## config.mk

```make
export PLATFORM = sky130hd
export DESIGN_NAME = snake_board_render
export DESIGN_NICKNAME = d
export VERILOG_FILES = /design/src/rtl/snake_board_render.sv
export SDC_FILE = /design/constraint.sdc
export NUM_CORES = 2
export LEC_CHECK = 0
export BUFFER_PORTS_ARGS = -buffer_cell sky130_fd_sc_hd__buf_2
export CORE_MARGIN = 3
export CORE_UTILIZATION = 50
export DETAILED_ROUTE_END_ITERATION = 8
export PLACE_DENSITY = 0.7
export SLEW_MARGIN = 20
export SYNTH_ARGS = -nofsm -noshare
export SYNTH_HDL_FRONTEND = slang
export SYNTH_SLANG_ARGS = --single-unit
```

## constraint.sdc

```tcl
create_clock -name dclk -period 95.1 [get_ports dclk]
set_input_delay 4.755 -clock dclk [delete_from_list [all_inputs] [get_ports dclk]]
set_output_delay 4.755 -clock dclk [all_outputs]
set_load 0.1 [all_outputs]
```

## src/rtl/snake_board_render.sv

```systemverilog
// snake_board_render: 40x30 cell board RAM rendered onto 640x480 VGA timing, 3-cycle pixel pipeline.
// Define SNAKE_GRID_LINES_EN to draw grey cell borders over empty cells.
module snake_board_render #(
  parameter int HBP       = 144,
  parameter int HFP       = 784,
  parameter int VBP       = 31,
  parameter int VFP       = 511,
  parameter int GRID_W    = 40,
  parameter int GRID_H    = 30,
  parameter int CELL_LOG2 = 4
) (
  input  logic       dclk,
  input  logic       rst_n,
  input  logic [9:0] hc,
  input  logic [9:0] vc,
  input  logic       hsync_in,
  input  logic       vsync_in,
  input  logic       wr_en,
  input  logic [5:0] wr_x,
  input  logic [4:0] wr_y,
  input  logic [1:0] wr_data,
  input  logic       clr,
  output logic       busy,
  output logic       hsync,
  output logic       vsync,
  output logic [7:0] rgb
);
  localparam int CELLS = GRID_W * GRID_H;
  localparam logic [10:0] LAST_ADDR = 11'(CELLS - 1);

  typedef enum logic {IDLE, CLEAR} state_t;

  state_t      state_reg;
  logic [10:0] sweep_reg;

  always_ff @(posedge dclk) begin
    if (!rst_n) begin
      state_reg <= CLEAR;
      sweep_reg <= '0;
      busy      <= 1'b1;
    end else begin
      case (state_reg)
        IDLE: begin
          if (clr) begin
            state_reg <= CLEAR;
            sweep_reg <= '0;
            busy      <= 1'b1;
          end
        end
        CLEAR: begin
          if (clr) begin
            sweep_reg <= '0;
          end else if (sweep_reg == LAST_ADDR) begin
            state_reg <= IDLE;
            busy      <= 1'b0;
          end else begin
            sweep_reg <= sweep_reg + 11'd1;
          end
        end
      endcase
    end
  end

  // Board write port: the clear sweep owns it while running, game writes are dropped.
  logic [10:0] wr_row;
  logic [10:0] wr_addr;
  logic        wr_ok;
  logic        ram_we;
  logic [10:0] ram_waddr;
  logic [1:0]  ram_wdata;

  assign wr_row  = {6'b0, wr_y};
  assign wr_addr = (wr_row << 5) + (wr_row << 3) + {5'b0, wr_x};
  assign wr_ok   = wr_en && (wr_x < 6'(GRID_W)) && (wr_y < 5'(GRID_H));

  always_comb begin
    ram_we    = 1'b0;
    ram_waddr = wr_addr;
    ram_wdata = wr_data;
    if (state_reg == CLEAR) begin
      ram_we    = 1'b1;
      ram_waddr = sweep_reg;
      ram_wdata = 2'd0;
    end else if (wr_ok) begin
      ram_we = 1'b1;
    end
  end

  // Stage 1: cell address and visibility from the raw counters.
  logic [9:0]  hx;
  logic [9:0]  vy;
  logic [9:0]  cx;
  logic [9:0]  cy;
  logic [10:0] rd_addr;
  logic        in_view;

  assign hx      = hc - 10'(HBP);
  assign vy      = vc - 10'(VBP);
  assign cx      = hx >> CELL_LOG2;
  assign cy      = vy >> CELL_LOG2;
  assign rd_addr = ({1'b0, cy} << 5) + ({1'b0, cy} << 3) + {1'b0, cx};
  assign in_view = (hc >= 10'(HBP)) && (hc < 10'(HFP)) &&
                   (vc >= 10'(VBP)) && (vc < 10'(VFP));

  logic        act1_reg;
  logic        act2_reg;
  logic [10:0] addr1_reg;
  logic        hs1_reg;
  logic        hs2_reg;
  logic        vs1_reg;
  logic        vs2_reg;
  logic [1:0]  code2_reg;
  logic [7:0]  pixel;

  // Read-first block RAM: the registered read sees the pre-write contents.
  logic [1:0] ram [CELLS];

  always_ff @(posedge dclk) begin
    if (ram_we) begin
      ram[ram_waddr] <= ram_wdata;
    end
    code2_reg <= ram[addr1_reg];
  end

`ifdef SNAKE_GRID_LINES_EN
  logic [CELL_LOG2-1:0] ox1_reg;
  logic [CELL_LOG2-1:0] oy1_reg;
  logic [CELL_LOG2-1:0] ox2_reg;
  logic [CELL_LOG2-1:0] oy2_reg;

  always_ff @(posedge dclk) begin
    if (!rst_n) begin
      ox1_reg <= '0;
      oy1_reg <= '0;
      ox2_reg <= '0;
      oy2_reg <= '0;
    end else begin
      ox1_reg <= hx[CELL_LOG2-1:0];
      oy1_reg <= vy[CELL_LOG2-1:0];
      ox2_reg <= ox1_reg;
      oy2_reg <= oy1_reg;
    end
  end
`else
  logic [2*CELL_LOG2-1:0] unused_offsets;
  assign unused_offsets = {hx[CELL_LOG2-1:0], vy[CELL_LOG2-1:0]};
`endif

  always_comb begin
    pixel = 8'h00;
    case (code2_reg)
      2'd0:    pixel = 8'h00;
      2'd1:    pixel = 8'h1C;
      2'd2:    pixel = 8'hFC;
      default: pixel = 8'hE0;
    endcase
`ifdef SNAKE_GRID_LINES_EN
    if ((code2_reg == 2'd0) && ((ox2_reg == '0) || (oy2_reg == '0))) begin
      pixel = 8'h49;
    end
`endif
  end

  // Syncs ride the same three stages as the colour and are never blanked.
  always_ff @(posedge dclk) begin
    if (!rst_n) begin
      act1_reg  <= 1'b0;
      act2_reg  <= 1'b0;
      addr1_reg <= '0;
      hs1_reg   <= 1'b1;
      hs2_reg   <= 1'b1;
      vs1_reg   <= 1'b1;
      vs2_reg   <= 1'b1;
      hsync     <= 1'b1;
      vsync     <= 1'b1;
      rgb       <= 8'h00;
    end else begin
      act1_reg  <= in_view;
      addr1_reg <= in_view ? rd_addr : 11'd0;
      hs1_reg   <= hsync_in;
      vs1_reg   <= vsync_in;
      act2_reg  <= act1_reg;
      hs2_reg   <= hs1_reg;
      vs2_reg   <= vs1_reg;
      hsync     <= hs2_reg;
      vsync     <= vs2_reg;
      rgb       <= act2_reg ? pixel : 8'h00;
    end
  end

endmodule

```

==> flow_summary.ini <==
[outcome]
status = complete, no violations

[cts]
cts_tree = built
cts_resized = 0
cts_buffer_depth = 3
clock-root-buffer = clkbuf_16
clkSinkCount = 2436
numCtsBuffers = 225
clk_latency_ps = 860
ctsHoldBuffers = 0
clk_pin_slew_ps = 60
cts_setup_buffers = 0
cts_htree_levels = 4

[drt]
wl_per_cell_um = 31.3
ant_nets = 0
vias = 53600
first_pass_iters = 6
avgViaCountPerCell = 6.43
drt_iter0_drc = 7693
routed_wl_um = 261000
post-route-drc-count = 0

[worst_setup_path]
cp-endpoint = ram[1160][1]
worstSetupEndpointType = flop
regToRegSetupSlack_ps = 88650
cp.arrival_ps = 9130
required_ps = 95610
cp_max_fo = 241
crit_start = wr_data[1]
r2r_start = addr1_reg[1]
rr_worst_depth = 12
worstSetupPathType = input pin to flop
reg2reg_to = code2_reg[1]
start_kind = input pin

[timing]
clock_skew_ps = 33.6
fin_crit_ps = 8620
setup_viol = 0
finalCritPeriodShare = 0.0907
hold_violations = 0
final.setup.tns_ps = 0
fmax_ghz = 0.116
rsz0062_at_grt = no
max_slew_margin = 0.212
slew_violations = 0
tightestPinTransition_ps = 1180

[power_and_ir_drop]
ir_drop_mv = 0.0189
cellLeakagePower_nw = 33.0
powerDensity_nw_per_um2 = 19.4

[flow_run]
cap_violations = 0

[synthesis]
avgSynthCellArea_um2 = 18.0
ys_warn_count = 0
synth_edf_count = 2400
syn_area_um2 = 99500
async_reset_ff_frac = 0
synthDistinctLibCells = 69
ys_seq_elements = 2436
yosysSeqAreaShare = 0.732
syn_inst = 5541
synth_ff_type = edfxtp_1

[floorplan]
die-height_um = 452
num_rows = 163
coreArea_um2 = 198000
initial_utilization = 0.503
ios = 50
die_width_um = 452
dieArea_um2 = 204000

[global_route]
gr-total-overflow = 0
grt_pass1_wl_um = 378000
first_global_vias = 54000
antenna_found_initial = 6
grt_max_degree = 242
grt.total_usage = 0.256

[place]
place_hpwl_um = 142000
place_congestion = 0.848
place_area_um2 = 102000
io_buffers = 47

[final_layout]
syn2layout_area_growth_pct = 10.2
nets = 5571
final_layout_size_suffix_gt1_frac = 0.218
largest_reg_flops = 2400
stdcell_area_um2 = 110000

[worst_hold_path]
hold_class = flop to flop
==> critical path: stages <==
cell and delay, ps:
buf_2 80, nor2b_4 790, buf_4 840, buf_4 910, buf_12 550, buf_12 770
==> power breakdown <==
group | leakage [nW] | switching, mW | internal, mW | total (mW)
clock | 3.50 | 0.389 | 0.493 | 0.882
sequential | 22.5 | 0.00274 | 1.16 | 1.16
combinational | 6.94 | 0.0515 | 0.0331 | 0.0846
==> how the worst min path moves through the flow <==
| stage | to | cells past startpoint | slack [ps] | startpoint |
|---|---|---|---|---|
| after floorplan | hs2_reg | 1 | 390 | hs1_reg |
| after global placement | vs2_reg | 1 | 390 | vs1_reg |
| after detailed placement | hsync | 1 | 390 | hs2_reg |
| after CTS | hsync | 1 | 410 | hs2_reg |
| after global routing | vsync | 1 | 430 | vs2_reg |
| final | vsync | 1 | 410 | vs2_reg |
==> stage by stage <==
| step | instances | power (mW) | hold WS (ps) | worst slack [ps] | util |
|---|---|---|---|---|---|
| floorplan | 5542 | 1.24 | 386 | 55810 | - |
| global placement | 7915 | 1.27 | 390 | 85180 | 0.518 |
| detailed placement | 7916 | 1.27 | 394 | 85790 | 0.518 |
| CTS | 8329 | 2.14 | 410 | 86700 | 0.554 |
| global route | 8329 | 2.19 | 427 | 86180 | 0.555 |
| finish | 8336 | 2.13 | 407 | 86480 | 0.555 |
==> cells by family (layout without fill, tap and decap cells) <==
family / after synthesis / in the layout / share of synthesized area
other: 1 / 9 / 0.0000377
xor gates and xnor gates: 22 / 22 / 0.00194
buffers and inverters: 477 / 624 / 0.0226
DFF: 2436 / 2436 / 0.732
adders and majority gates: 29 / 29 / 0.00395
and+or+nand+nor: 1540 / 1540 / 0.0619
AOI/OAI and AO/OA: 278 / 278 / 0.0198
muxes: 758 / 758 / 0.158
==> synthesized netlist by cell type, types with 4 or more instances <==
library cell,count,share of area
clkbuf_1,283,0.011
fa_1,4,0.00081
o21ai_0,29,0.0015
ha_1,25,0.0031
a21oi_1,46,0.0023
nor3_1,25,0.0013
nor2_1,1262,0.048
nand2b_1,19,0.0012
buf_6,27,0.0031
inv_1,28,0.0011
edfxtp_1,2400,0.72
xor2_1,7,0.00062
a221oi_1,18,0.0016
a2111oi_0,5,0.00044
buf_1,23,0.00087
a21o_1,9,0.00068
mux2_2,4,0.00045
nor3b_1,5,0.00038
mux2i_1,104,0.010
a211oi_1,8,0.00060
buf_2,71,0.0036
a31oi_1,14,0.00088
o2111ai_1,11,0.00097
or3_1,4,0.00025
and4_1,4,0.00035
o22ai_1,12,0.00075
a22o_1,9,0.00079
mux4_2,650,0.15
and2_1,7,0.00044
a22oi_1,77,0.0058
nor2b_1,17,0.0011
nand2_1,113,0.0043
xnor2_1,15,0.0013
dfxtp_1,36,0.0072
nor4_1,7,0.00044
nand3_1,43,0.0022
nand4_1,13,0.00082
buf_4,45,0.0034
o211ai_1,10,0.00075
and3_1,4,0.00025
==> cell type report <==
cell class | instances | area (um^2)
multi-input combinational | 2629 | 24800
timing repair buffer | 183 | 1400
fill | 14800 | 88000
tap | 2640 | 3300
antenna | 7 | 17.5
inverter | 28 | 105
clock buffer | 299 | 6180
clock inverter | 114 | 996
sequential | 2436 | 72800
==> routing by layer <==
metal	global-route usage	part of all wire	up-vias
met5	0	0.000050	-
met4	0.0893	0.037	2
met3	0.0561	0.11	509
met2	0.405	0.48	3247
met1	0.356	0.37	28200
li1	-	-	21700
==> cell usage in the layout, fill, tap and decap left out, drive strengths merged, types with 9 or more instances in the layout <==
master	instances
a211oi	9
a21o	9
a21oi	46
a221oi	18
a22o	9
a22oi	77
a31oi	14
buf	183
bufinv	14
clkbuf	299
clkinv	88
clkinvlp	9
dfxtp	36
edfxtp	2400
ha	25
inv	31
mux2i	104
mux4	650
nand2	113
nand2b	19
nand3	43
nand4	13
nor2	1262
nor2b	17
nor3	25
o2111ai	11
o211ai	10
o21ai	30
o22ai	12
xnor2	15
Power figures use the tool's default switching activity.
